<file path="src/rtl/multicycle_ctrl_if.sv">
// Instruction- and data-memory handshake bundle between the multicycle sequencer
// (master) and the memory system (slave).
interface multicycle_ctrl_if;
  logic        imem_req;
  logic        imem_ack;
  logic [31:0] imem_rdata;
  logic        dmem_req;
  logic        dmem_we;
  logic        dmem_ack;

  modport master (
    output imem_req,
    input  imem_ack,
    input  imem_rdata,
    output dmem_req,
    output dmem_we,
    input  dmem_ack
  );

  modport slave (
    input  imem_req,
    output imem_ack,
    output imem_rdata,
    input  dmem_req,
    input  dmem_we,
    output dmem_ack
  );
endinterface

</file>
<file path="src/rtl/multicycle_ctrl.sv">
// Multi-cycle MIPS sequencer: fetch, decode strobes, data access, write-back and
// retire accounting, with a per-request ack timeout that parks the block in ERR.
module multicycle_ctrl #(
  parameter int unsigned TIMEOUT = 16,
  parameter int unsigned CNT_W   = 16
) (
  input  logic              clk,
  input  logic              rst_n,
  input  logic              i_start,
  input  logic              i_halt,
  multicycle_ctrl_if.master bus,
  output logic [31:0]       o_ir_q,
  output logic              o_wrtsrc,
  output logic              o_alusrc,
  output logic [2:0]        o_aluop,
  output logic              o_pc_inc,
  output logic              o_reg_we,
  output logic              o_busy,
  output logic              o_err,
  output logic [CNT_W-1:0]  o_retired
);
  // r_wait holds the number of ack-less cycles already spent in FETCH/MEM.
  localparam int unsigned      WaitW    = (TIMEOUT > 1) ? $clog2(TIMEOUT) : 1;
  localparam logic [WaitW-1:0] WaitLast = WaitW'(TIMEOUT - 1);

  typedef enum logic [2:0] {
    StIdle, StFetch, StDecode, StExec, StMem, StWb, StErr
  } state_e;

  state_e           r_state;
  logic [31:0]      r_ir;
  logic [WaitW-1:0] r_wait;
  logic [CNT_W-1:0] r_retired;
  logic             r_imem_req;
  logic             r_dmem_req;
  logic             r_dmem_we;
  logic             r_pc_inc;
  logic             r_reg_we;
  logic             r_busy;
  logic             r_err;

  logic [CNT_W-1:0] w_retired_inc;
  logic             w_wait_last;

  assign w_retired_inc = (&r_retired) ? r_retired : r_retired + CNT_W'(1);
  assign w_wait_last   = (r_wait == WaitLast);

  always_ff @(posedge clk or negedge rst_n) begin
    if (!rst_n) begin
      r_state    <= StIdle;
      r_ir       <= '0;
      r_wait     <= '0;
      r_retired  <= '0;
      r_imem_req <= 1'b0;
      r_dmem_req <= 1'b0;
      r_dmem_we  <= 1'b0;
      r_pc_inc   <= 1'b0;
      r_reg_we   <= 1'b0;
      r_busy     <= 1'b0;
      r_err      <= 1'b0;
    end else begin
      r_pc_inc <= 1'b0;
      r_reg_we <= 1'b0;
      unique case (r_state)
        StIdle: begin
          if (i_start) begin
            r_state    <= StFetch;
            r_imem_req <= 1'b1;
            r_busy     <= 1'b1;
            r_wait     <= '0;
          end
        end
        StFetch: begin
          if (bus.imem_ack) begin
            r_ir       <= bus.imem_rdata;
            r_imem_req <= 1'b0;
            r_pc_inc   <= 1'b1;
            r_state    <= StDecode;
          end else if (w_wait_last) begin
            r_imem_req <= 1'b0;
            r_busy     <= 1'b0;
            r_err      <= 1'b1;
            r_state    <= StErr;
          end else begin
            r_wait <= r_wait + WaitW'(1);
          end
        end
        StDecode: r_state <= StExec;
        StExec: begin
          if (r_ir[31]) begin
            r_state    <= StMem;
            r_dmem_req <= 1'b1;
            r_dmem_we  <= r_ir[29];
            r_wait     <= '0;
          end else begin
            r_state  <= StWb;
            r_reg_we <= 1'b1;
          end
        end
        StMem: begin
          if (bus.dmem_ack) begin
            r_dmem_req <= 1'b0;
            r_dmem_we  <= 1'b0;
            if (r_dmem_we) begin
              // Stores retire straight out of MEM; no write-back cycle.
              r_retired <= w_retired_inc;
              if (i_halt) begin
                r_state <= StIdle;
                r_busy  <= 1'b0;
              end else begin
                r_state    <= StFetch;
                r_imem_req <= 1'b1;
                r_wait     <= '0;
              end
            end else begin
              r_state  <= StWb;
              r_reg_we <= 1'b1;
            end
          end else if (w_wait_last) begin
            r_dmem_req <= 1'b0;
            r_dmem_we  <= 1'b0;
            r_busy     <= 1'b0;
            r_err      <= 1'b1;
            r_state    <= StErr;
          end else begin
            r_wait <= r_wait + WaitW'(1);
          end
        end
        StWb: begin
          r_retired <= w_retired_inc;
          if (i_halt) begin
            r_state <= StIdle;
            r_busy  <= 1'b0;
          end else begin
            r_state    <= StFetch;
            r_imem_req <= 1'b1;
            r_wait     <= '0;
          end
        end
        StErr:   r_err <= 1'b1;
        default: r_state <= StErr;
      endcase
    end
  end

  assign bus.imem_req = r_imem_req;
  assign bus.dmem_req = r_dmem_req;
  assign bus.dmem_we  = r_dmem_we;

  assign o_ir_q    = r_ir;
  assign o_wrtsrc  = ~r_ir[31];
  assign o_alusrc  = ~r_ir[5];
  assign o_aluop   = {r_ir[5], r_ir[2], r_ir[1] | r_ir[0]};
  assign o_pc_inc  = r_pc_inc;
  assign o_reg_we  = r_reg_we;
  assign o_busy    = r_busy;
  assign o_err     = r_err;
  assign o_retired = r_retired;
endmodule

</file>
<file path="src/flat_wrapper.sv">
// flat-port wrapper written by rule: the top's interface ports become plain ports
module multicycle_ctrl_flat 
#(
  parameter int unsigned TIMEOUT = 16,
  parameter int unsigned CNT_W   = 16
)
  (clk, rst_n, i_start, i_halt, o_ir_q, o_wrtsrc, o_alusrc, o_aluop, o_pc_inc, o_reg_we, o_busy, o_err, o_retired, bus_imem_req, bus_imem_ack, bus_imem_rdata, bus_dmem_req, bus_dmem_we, bus_dmem_ack);
  multicycle_ctrl_if bus_i ();
  input  logic clk;
  input  logic rst_n;
  input  logic i_start;
  input  logic i_halt;
  output logic [31:0] o_ir_q;
  output logic o_wrtsrc;
  output logic o_alusrc;
  output logic [2:0] o_aluop;
  output logic o_pc_inc;
  output logic o_reg_we;
  output logic o_busy;
  output logic o_err;
  output logic [CNT_W-1:0] o_retired;
  output wire logic [$bits(bus_i.imem_req)-1:0] bus_imem_req;
  input wire logic [$bits(bus_i.imem_ack)-1:0] bus_imem_ack;
  input wire logic [$bits(bus_i.imem_rdata)-1:0] bus_imem_rdata;
  output wire logic [$bits(bus_i.dmem_req)-1:0] bus_dmem_req;
  output wire logic [$bits(bus_i.dmem_we)-1:0] bus_dmem_we;
  input wire logic [$bits(bus_i.dmem_ack)-1:0] bus_dmem_ack;
  assign bus_imem_req = bus_i.imem_req;
  assign bus_i.imem_ack = bus_imem_ack;
  assign bus_i.imem_rdata = bus_imem_rdata;
  assign bus_dmem_req = bus_i.dmem_req;
  assign bus_dmem_we = bus_i.dmem_we;
  assign bus_i.dmem_ack = bus_dmem_ack;
  multicycle_ctrl #(.TIMEOUT(TIMEOUT), .CNT_W(CNT_W)) u_core (.clk(clk), .rst_n(rst_n), .i_start(i_start), .i_halt(i_halt), .bus(bus_i), .o_ir_q(o_ir_q), .o_wrtsrc(o_wrtsrc), .o_alusrc(o_alusrc), .o_aluop(o_aluop), .o_pc_inc(o_pc_inc), .o_reg_we(o_reg_we), .o_busy(o_busy), .o_err(o_err), .o_retired(o_retired));
endmodule
</file>
<file path="config.mk">
export PLATFORM = sky130hd
export DESIGN_NAME = multicycle_ctrl_flat
export DESIGN_NICKNAME = d
export VERILOG_FILES = /design/src/rtl/multicycle_ctrl_if.sv /design/src/rtl/multicycle_ctrl.sv /design/src/flat_wrapper.sv
export SDC_FILE = /design/constraint.sdc
export NUM_CORES = 1
export LEC_CHECK = 0
export BUFFER_PORTS_ARGS = -buffer_cell sky130_fd_sc_hd__buf_2
export CAP_MARGIN = 20
export CORE_MARGIN = 2
export CORE_UTILIZATION = 52
export CTS_BUF_LIST = sky130_fd_sc_hd__clkbuf_4
export DETAILED_ROUTE_END_ITERATION = 12
export PLACE_DENSITY = 0.8
export SLEW_MARGIN = 15
export SYNTH_ARGS = -nofsm -noshare
export SYNTH_HDL_FRONTEND = slang
export SYNTH_SLANG_ARGS = --single-unit
</file>
<file path="constraint.sdc">
create_clock -name clk -period 2.15 [get_ports clk]
set_clock_uncertainty 0.15 [all_clocks]
set_input_delay 0.5375 -clock clk [delete_from_list [all_inputs] [get_ports clk]]
set_output_delay 0.5375 -clock clk [all_outputs]
set_load 0.03 [all_outputs]
</file>
==> results.md, run 1 <==
- Outcome: completed
- Mux contribution to synthesized area: 12.7%
- Max-slew headroom: 67.0%
- Antenna cell count: 0
- Unrepaired setup endpoints after global routing: false
- Slew @ Worst Pin: 495 ps
- Area growth syn-to-layout: 23.0%
- Top post-synthesis cells by area: dfrtp_1 (53%), mux2_2 (12%), nand3_1 (2.2%)
- WP depth: 2
- Max-Cap Viols: 0
- CP endpoint kind: primary output
- Number of CTS-inserted buffers: 9
- Fin crit share: 90.1%
- Avg Cell Area, Syn: 11.6 µm²
- Die area: 0.00626 mm²
- Die Span Y: 79.1 µm
- Crit path cell chain: or2_2 -> buf_2
- CTS Root Buffer Type: clkbuf_4
- Post-synth EDFFs: 0
- Pwr/cell area: 1490 mW/mm²
- Post-route ant nets: 0
- Synth Register Bits: 62
- Via Count: 2,420
- Worst EP required: 1460 ps
- Arrival @ worst endpoint: 1250 ps
- Antenna violations before repair: 0
- Yosys warns: 0
- Post-synth top cells: dfrtp_1 (62), mux2_2 (32), nand2_1 (16)
- Site Rows: 27
- Asr flop ratio synth: 100%
- Routed WL per cell: 15.4 µm
- Synth Net Count: 293
- Top FF cell, synth: dfrtp_1
- Routability Congestion: 0.919
- Synth Area in Compound Gates: 10.9%
- Endpoints failing setup: 0
- Iter 0 DRT Violations: 137
- Hold Crit Class: in -> reg
- Max clock buf depth: 2
- TritonRoute pass-1 iters: 4
- DRT Wirelength: 6590 µm
- DR vias/cell: 5.65
- Worst setup SP type: flip-flop
- Family with the most delay on the worst path: flip-flops
- CTS tree: yes
- Post-CTS resize count: 0
- First-pass GRT wire length: 10,800 µm
- Clk_lat worst skew: 390 ps
- Post-route DRC: 0
- Final #Nets: 394
- Initial Util: 53.6%
- Die W: 79.1 µm
- Worst Hold Depth: 3
- CTS Hold Bufs: 1
- Final hold violations: 0
- Clock sink total: 62
- Largest net degree at the start of global routing: 63
- Top cell type by total area after synthesis: dfrtp_1
- Largest family of logic cells by synthesized area: simple AND/OR/NAND/NOR gates
- Setup Total Neg Slack: 0 ps
- Fillers: 468
- Synth Area in Simple Gates: 16.3%
- Post-synthesis sequential area ratio: 52.9%
- Placed cell count: 414
- Gr ovfl total: 0
- IO Count: 98
- Post-synth top area share: 52.9%
- Synthesized area: 0.00293 mm²
- H-tree levels: 3
- F_max: 0.516 GHz
- Synth unique cells: 54
- Max Slew Vio Count: 0
- Min cycle time layout: 1940 ps
- CP max-delay cell: dfrtp_1
- Xor/xnor share of the synthesized area: 2.69%
- R2R depth: 5
- Port Buf Inserts: 97
- Gr usage total: 22.2%
- Share of layout cells above drive strength 1: 43.0%
- Most common cell in the netlist: dfrtp_1
- Vias in the first global route: 2,327
- CTS clk-pin slew, worst paths: 90 ps
- Mapped Cells: 253
- Cell Count, Final, Fillers Out: 428
- Max incr delay on CP: 400 ps
- Hpwl dp: 4710 µm
- Core footprint: 0.00547 mm²
- Maximum vdd drop: 856 µV
- Post-CTS Setup Inserts: 0
- CP Max Fanout: 3
- Synth Area in Adders: 0.853%
- Leakage: 1.74 nW
- Bufs and invs on worst path: 1
- Setup CP Type: reg -> out
==> placed cells by master (no fill, tap or decap), types with 5 or more instances in the layout <==
cell       n
buf_2     97
o21ai_0   11
clkbuf_4   9
xnor2_1    6
mux2_2    32
nor2_1    12
dfrtp_1   62
inv_1      5
nand2_1   16
nor3_1     7
a21oi_1    9
nand3_1   13
==> final timing paths <==
kind / startpoint / end / slack, ps
max reg2reg: u_core.o_retired[0] / u_core.o_retired[1] / 230
max: u_core.o_ir_q[0] / o_aluop[0] / 210
min in group asynchronous: rst_n / u_core.o_ir_q[26] / 520
min: bus_imem_rdata[31] / u_core.o_ir_q[31] / 200
max in group asynchronous: rst_n / u_core.o_retired[3] / 1040
min reg2reg: u_core.bus.dmem_req / u_core.bus.dmem_req / 340
==> per-stage QoR <==
stage,total power [mW],cell area [µm²],setup slack (ps),utilization (%),hold WS (ps)
final,5.38,3610,214,65.9,200
after global routing,5.69,3610,76.0,65.9,200
after CTS,5.41,3610,193,65.9,196
after detailed placement,4.69,3490,182,63.7,318
after global placement,4.60,3490,210,63.7,303
after floorplan,3.92,2930,164,-,91.9
==> layout make-up <==
cell class	count	area, µm²	share of cell area [%]
Timing Repair Buffer	104	566	15.7
Multi-Input combinational cell	172	1270	35.3
Clock buffer	9	67.6	1.87
Sequential cell	62	1550	43.0
Inverter	5	18.8	0.520
Clock inverter	4	41.3	1.14
Tap cell	72	90.1	2.50
==> worst min-delay path, stage by stage <==
cell     delay (ps)
buf_2            70
nand2_1          30
o21ai_0          50
==> power breakdown <==
group | internal, mW | total, mW | leakage, nW | switching, mW
clock | 0.325 | 0.712 | 0.0602 | 0.387
combinational | 0.971 | 2.75 | 0.905 | 1.78
sequential | 1.62 | 1.92 | 0.771 | 0.298
==> registers in the layout, summed over array words and instances (netlist names) <==
name / count
u_core.o_ir_q: 32
u_core.bus.dmem_we: 1
u_core.o_err: 1
u_core.r_wait: 4
u_core.o_reg_we: 1
u_core.bus.imem_req: 1
u_core.r_state: 3
u_core.o_busy: 1
u_core.bus.dmem_req: 1
u_core.o_retired: 16
u_core.o_pc_inc: 1
==> kinds of logic (layout without fill, tap and decap cells) <==
family                   Yosys count  in the layout
AO/OA/AOI/OAI                     48             48
XOR/XNOR                           9              9
adder cells (fa/ha/maj)            2              2
buffers and inverters             19            122
flip-flops                        62             62
multiplexers                      33             33
AND/OR/NAND/NOR                   80             80
==> per-layer routing <==
layer,track usage (%),vias up,share of wire (%)
met4,10.5,0,2.5
met2,37.3,87,50
li1,-,1139,-
met1,27.3,1175,42
met5,0,-,0
met3,4.77,19,5.6
Note: power is estimated with default switching activity, not from simulation.
==> inputs of run 2 (changes only) <==
REMOVE_ABC_BUFFERS = 1   (was default)
SKIP_CTS_REPAIR_TIMING = 1   (was default)
==> results.md, run 2 (synthesis gave the netlist of run 1 again) <==
- Core footprint: 0.00547 mm² (unchanged)
- Largest net degree at the start of global routing: 63 (unchanged)
- Vias in the first global route: 2,312 (-0.64%)
- Outcome: completed
- Site Rows: 27 (unchanged)
- Hpwl dp: 4770 µm (+1.3%)
- IO Count: 98 (unchanged)
- Clk_lat worst skew: 420 ps (+30 ps)
- Min cycle time layout: 2020 ps (+86.5 ps)
- Max-slew headroom: 64.1% (-2.9 points)
- First-pass GRT wire length: 11,000 µm (+1.5%)
- Gr ovfl total: 0 (unchanged)
- Die W: 79.1 µm (unchanged)
- Endpoints failing setup: 0 (unchanged)
- Worst EP required: 2310 ps (+850 ps)
- TritonRoute pass-1 iters: 4 (unchanged)
- Pwr/cell area: 1510 mW/mm² (+1.5%)
- Fin crit share: 94.1% (+4.0 points)
- DR vias/cell: 5.59 (-1.1%)
- Final Util: 66.4% (+0.50 points)
- Die Span Y: 79.1 µm (unchanged)
- Final instance area: 0.00363 mm² (+0.76%)
- Fillers: 456 (-2.6%)
- CP endpoint kind: flip-flop
- Post-route ant nets: 0 (unchanged)
- Commonest non-fill, non-tap cell in the layout: buf_2
- Gr usage total: 23.0% (+0.79 points)
- Placed cell area: 0.00349 mm² (unchanged)
- Routability Congestion: 0.877 (-4.6%)
- Final #Nets: 394 (unchanged)
- Hold Crit Class: in -> reg
- Maximum vdd drop: 1200 µV (+40%)
- Met3 wire length: 409 µm (+12%)
- CTS Root Buffer Type: clkbuf_4
- Share of layout cells above drive strength 1: 44.3% (+1.3 points)
- Power, Total: 5.50 mW (+2.3%)
- Max clock buf depth: 2 (unchanged)
- Antenna violations before repair: 0 (unchanged)
- Placed cell count: 414 (unchanged)
- Setup Total Neg Slack: 0 ps (unchanged)
- Post-route DRC: 0 (unchanged)
- Top Metal Used: met4
- Setup CP Type: reg -> reg
- Die area: 0.00626 mm² (unchanged)
- Leakage: 1.75 nW (+0.94%)
- Flop-to-flop setup slack: 130 ps (-100 ps)
- H-tree levels: 3 (unchanged)
- CTS tree: yes
- Metal2 WL: 3370 µm (+2.0%)
- Clock sink total: 62 (unchanged)
- Max reg flops: 32 (unchanged)
- CP Max Fanout: 5 (+2)
- Slew @ Worst Pin: 538 ps (+43.2 ps)
- DRT Wirelength: 6710 µm (+1.9%)
- Max-Cap Viols: 0 (unchanged)
- Final hold violations: 0 (unchanged)
- Port Buf Inserts: 97 (unchanged)
- Number of CTS-inserted buffers: 9 (unchanged)
- Initial Util: 53.6% (unchanged)
- Antenna cell count: 0 (unchanged)
- Max Slew Vio Count: 0 (unchanged)
- Worst setup SP type: flip-flop
- Routed WL per cell: 15.6 µm (+1.2%)
- DRT met1 WL: 2800 µm (+2.0%)
- Area growth syn-to-layout: 23.9%
- Unrepaired setup endpoints after global routing: false
- Arrival @ worst endpoint: 2180 ps (+930 ps)
- Most frequent cells in the layout: buf_2 (97), dfrtp_1 (62), mux2_2 (32)
- Cell Count, Final, Fillers Out: 431 (+0.70%)
- CTS clk-pin slew, worst paths: 110 ps (+20 ps)
- Iter 0 DRT Violations: 103 (-25%)
- Via Count: 2,409 (-0.45%)
- F_max: 0.494 GHz (-4.3%)
==> run 2: cell types whose count changed in the layout (fill, tap and decap cells not counted) <==
cell        change
clkbuf_4        +1
clkinvlp_4      +1
clkinv_2        +3
clkinv_1        -3
inv_6           +1
==> run 2: path summary, 6_finish.rpt <==
check / startpoint / endpoint / cells after the start
worst max-delay path: u_core.o_retired[0] / u_core.o_retired[1] / 5
worst min-delay path: bus_imem_rdata[31] / u_core.o_ir_q[31] / 3
worst max register to register: u_core.o_retired[0] / u_core.o_retired[1] / 5
worst min register to register: u_core.o_err / u_core.o_err / 2
max in group asynchronous: rst_n / u_core.o_retired[14] / 3
min in group asynchronous: rst_n / u_core.o_ir_q[9] / 3
==> run 2: metrics by stage <==
| step | hold slack, ps | worst slack (ps) |
|---|---|---|
| 2_1_floorplan | 91.9 | -260 |
| 3_3_place_gp | 301 | 170 |
| 3_5_place_dp | 310 | 124 |
| 4_1_cts | -48.2 | 113 |
| 5_1_grt | 155 | 8.79 |
| 6_report | 156 | 127 |
==> run 2: layout make-up <==
type                            instances  area (µm²)  area share (%)
Inverter                                5        18.8           0.516
Clock buffer                           10        75.1            2.07
Sequential cell                        62        1550            42.7
Tap cell                               72        90.1            2.48
Clock inverter                          6        61.3            1.69
Multi-Input combinational cell        172        1270            35.0
Timing Repair Buffer                  104         566            15.6
==> run 2: critical path: stages (launching register included) <==
cell and delay (ps):
dfrtp_1 480, ha_1 270, nand4_2 150, nor4_4 400
nor3_1 130, mux2_1 330
==> run 2: where the power goes <==
| group | internal [mW] | switching [mW] | total [mW] | leakage [nW] |
|---|---|---|---|---|
| combinational | 0.968 | 1.77 | 2.73 | 0.905 |
| sequential | 1.62 | 0.311 | 1.93 | 0.771 |
| clock | 0.365 | 0.469 | 0.834 | 0.0765 |
==> run 2: routing by layer <==
layer / track usage, % / up-vias
met5: 0 / -
met4: 8.62 / 0
met3: 7.84 / 13
met2: 37.5 / 77
met1: 28.4 / 1185
li1: - / 1134
==> inputs of run 3 (changes only) <==
--- a/config.mk
+++ b/config.mk
@@ -6,11 +6,11 @@
 export NUM_CORES = 1
 export LEC_CHECK = 0
-export BUFFER_PORTS_ARGS = -buffer_cell sky130_fd_sc_hd__buf_2
 export CAP_MARGIN = 20
 export CORE_MARGIN = 2
-export CORE_UTILIZATION = 52
+export CORE_UTILIZATION = 60
 export CTS_BUF_LIST = sky130_fd_sc_hd__clkbuf_4
 export DETAILED_ROUTE_END_ITERATION = 12
-export PLACE_DENSITY = 0.8
+export DONT_BUFFER_PORTS = 1
+export PLACE_DENSITY = 0.74
 export REMOVE_ABC_BUFFERS = 1
 export SKIP_CTS_REPAIR_TIMING = 1
==> constraint.sdc (replaced) <==
create_clock -name clk -period 2.15 [get_ports clk]
set_clock_uncertainty 0.15 [all_clocks]
set_input_delay 0.215 -clock clk [delete_from_list [all_inputs] [get_ports clk]]
set_output_delay 0.215 -clock clk [all_outputs]
set_load 0.03 [all_outputs]
==> results.md, run 3 (synthesis gave the netlist of run 1 again) <==
- Final #Nets: 351 (-11%)
- Area growth syn-to-layout: 24.8%
- Hold Crit Class: in -> reg
- Arrival @ worst endpoint: 1990 ps (-190 ps)
- Maximum vdd drop: 1030 µV (-14%)
- Routability Congestion: 0.858 (-2.2%)
- Power, Total: 5.27 mW (-4.1%)
- TritonRoute pass-1 iters: 4 (unchanged)
- Setup Total Neg Slack: 0 ps (unchanged)
- Pre-CTS setup slack: 299 ps (+175 ps)
- Flop-to-flop setup slack: 280 ps (+150 ps)
- Multi-input gate area: 0.00127 mm² (unchanged)
- DRT Wirelength: 6830 µm (+1.8%)
- Max Slew Vio Count: 0 (unchanged)
- Setup CP Type: reg -> reg
- Max clock buf depth: 2 (unchanged)
- Worst EP required: 2270 ps (-40 ps)
- Antenna violations before repair: 0 (unchanged)
- Critical R2R Launch: u_core.r_state[2]
- Hold_ws: 19.5 ps (-136 ps)
- CP max-delay cell: dfrtp_1
- Fin crit share: 87.1% (-7.0 points)
- Gr usage total: 23.0% (+0.044 points)
- Clock sink total: 62 (unchanged)
- Commonest non-fill, non-tap cell in the layout: dfrtp_1
- Leakage: 1.59 nW (-9.1%)
- CP Max Fanout: 35 (+30)
- Clk_lat worst skew: 390 ps (-30 ps)
- Largest net degree at the start of global routing: 63 (unchanged)
- Die Span Y: 73.9 µm (-6.6%)
- Initial Util: 62.1% (+8.5 points)
- Outcome: completed
- Gr ovfl total: 0 (unchanged)
- Unrepaired setup endpoints after global routing: false
- Most frequent cells in the layout: dfrtp_1 (62), dlygate4sd3_1 (37), mux2_2 (32)
- Family with the most delay on the worst path: simple AND/OR/NAND/NOR gates
- F_max: 0.534 GHz (+8.0%)
- Port Buf Inserts: 0 (-100%)
- Die area: 0.00546 mm² (-13%)
- Endpoints failing setup: 0 (unchanged)
- Hold Path Sink: u_core.r_state[0]
- FF-to-FF End: u_core.o_ir_q[6]
- Via Count: 2,295 (-4.7%)
- Placed cell count: 329 (-21%)
- Worst Hold Depth: 3 (unchanged)
- CTS tree: yes
- Sequential cell area: 0.00155 mm² (unchanged)
- First-pass GRT wire length: 9390 µm (-14%)
- Pwr/cell area: 1440 mW/mm² (-4.7%)
- Antenna cell count: 0 (unchanged)
- IO Count: 98 (unchanged)
- R2R depth: 4 (-1)
- Final instance area: 0.00366 mm² (+0.69%)
- Core footprint: 0.00472 mm² (-14%)
- Placed cell area: 0.00311 mm² (-11%)
- Max reg flops: 32 (unchanged)
- Cell Count, Final, Fillers Out: 382 (-11%)
- Routed WL per cell: 17.9 µm (+15%)
- Bufs and invs on worst path: 1 (+1)
- Min cycle time layout: 1870 ps (-150 ps)
- Max-slew headroom: 61.9% (-2.2 points)
- CTS Root Buffer Type: clkbuf_4
- Fillers: 301 (-34%)
- Crit path cell chain: nor3b_1 -> and2_1 -> buf_12 -> mux2_2
- Post-route DRC: 0 (unchanged)
- Die W: 73.9 µm (-6.6%)
- Final worst slack: 277 ps (+150 ps)
- Site Rows: 25 (-7.4%)
- Worst setup SP type: flip-flop
- H-tree levels: 3 (unchanged)
- Number of CTS-inserted buffers: 9 (unchanged)
- Iter 0 DRT Violations: 135 (+31%)
- Max-Cap Viols: 0 (unchanged)
- Max incr delay on CP: 420 ps (-60 ps)
- CTS clk-pin slew, worst paths: 110 ps (about the same)
- Slew @ Worst Pin: 571 ps (+33.0 ps)
- CP endpoint kind: flip-flop
- Final Util: 77.5% (+11 points)
- Final hold violations: 0 (unchanged)
- Hpwl dp: 4300 µm (-9.9%)
- Hold wc startpoint: i_start
- Vias in the first global route: 2,073 (-10%)
- Post-route ant nets: 0 (unchanged)
- Share of layout cells above drive strength 1: 24.4% (-20 points)
- DR vias/cell: 6.01 (+7.5%)
[run 3: cell types whose count changed in the layout (fill, tap and decap cells not counted)]
cell | previous run | this run
buf_2 | 97 | 0
buf_12 | 2 | 1
dlygate4sd3_1 | 1 | 37
buf_4 | 4 | 22
buf_16 | 0 | 1
clkinv_2 | 3 | 0
bufinv_16 | 1 | 2
clkinv_1 | 0 | 2
inv_6 | 1 | 0
[run 3: worst max-delay path by stage]
stage,start,endpoint,depth (start not counted)
2_1_floorplan,u_core.r_state[0],u_core.o_ir_q[0],3
3_3_place_gp,u_core.r_state[1],u_core.o_retired[15],4
3_5_place_dp,u_core.r_state[2],u_core.o_ir_q[6],4
4_1_cts,u_core.r_state[2],u_core.o_ir_q[6],4
5_1_grt,u_core.r_state[1],u_core.o_retired[15],4
6_report,u_core.r_state[2],u_core.o_ir_q[6],4
[run 3: report_power, final]
part | leakage [nW] | switching, mW | internal, mW
sequential | 0.771 | 1.03 | 1.61
clock | 0.0776 | 0.415 | 0.472
combinational | 0.745 | 0.986 | 0.760
total | 1.59 | 2.43 | 2.84
[run 3: cell type report]
| class | instances | area share, % |
|---|---|---|
| flip-flops and latches | 62 | 42.4 |
| multi-input cells | 172 | 34.8 |
| repair buffers | 61 | 15.9 |
| well taps | 67 | 2.29 |
| clock buffers | 10 | 2.05 |
| clock inverters | 5 | 2.05 |
| inverters | 5 | 0.513 |
[run 3: worst register-to-register path, delay by kind of cell, from the launching register on]
| kind | cells | cell delay, ps |
|---|---|---|
| DFF | 1 | 420 |
| buffers and inverters | 1 | 210 |
| muxes | 1 | 380 |
| and+or+nand+nor | 2 | 610 |
[run 3: layer usage]
| metal | GRT usage [%] | wire length (µm) | vias up |
|---|---|---|---|
| li1 | - | - | 1054 |
| met5 | 0 | 0 | - |
| met4 | 12.1 | 114 | 0 |
| met1 | 27.3 | 2640 | 1140 |
| met2 | 38.0 | 3620 | 89 |
| met3 | 6.72 | 456 | 12 |
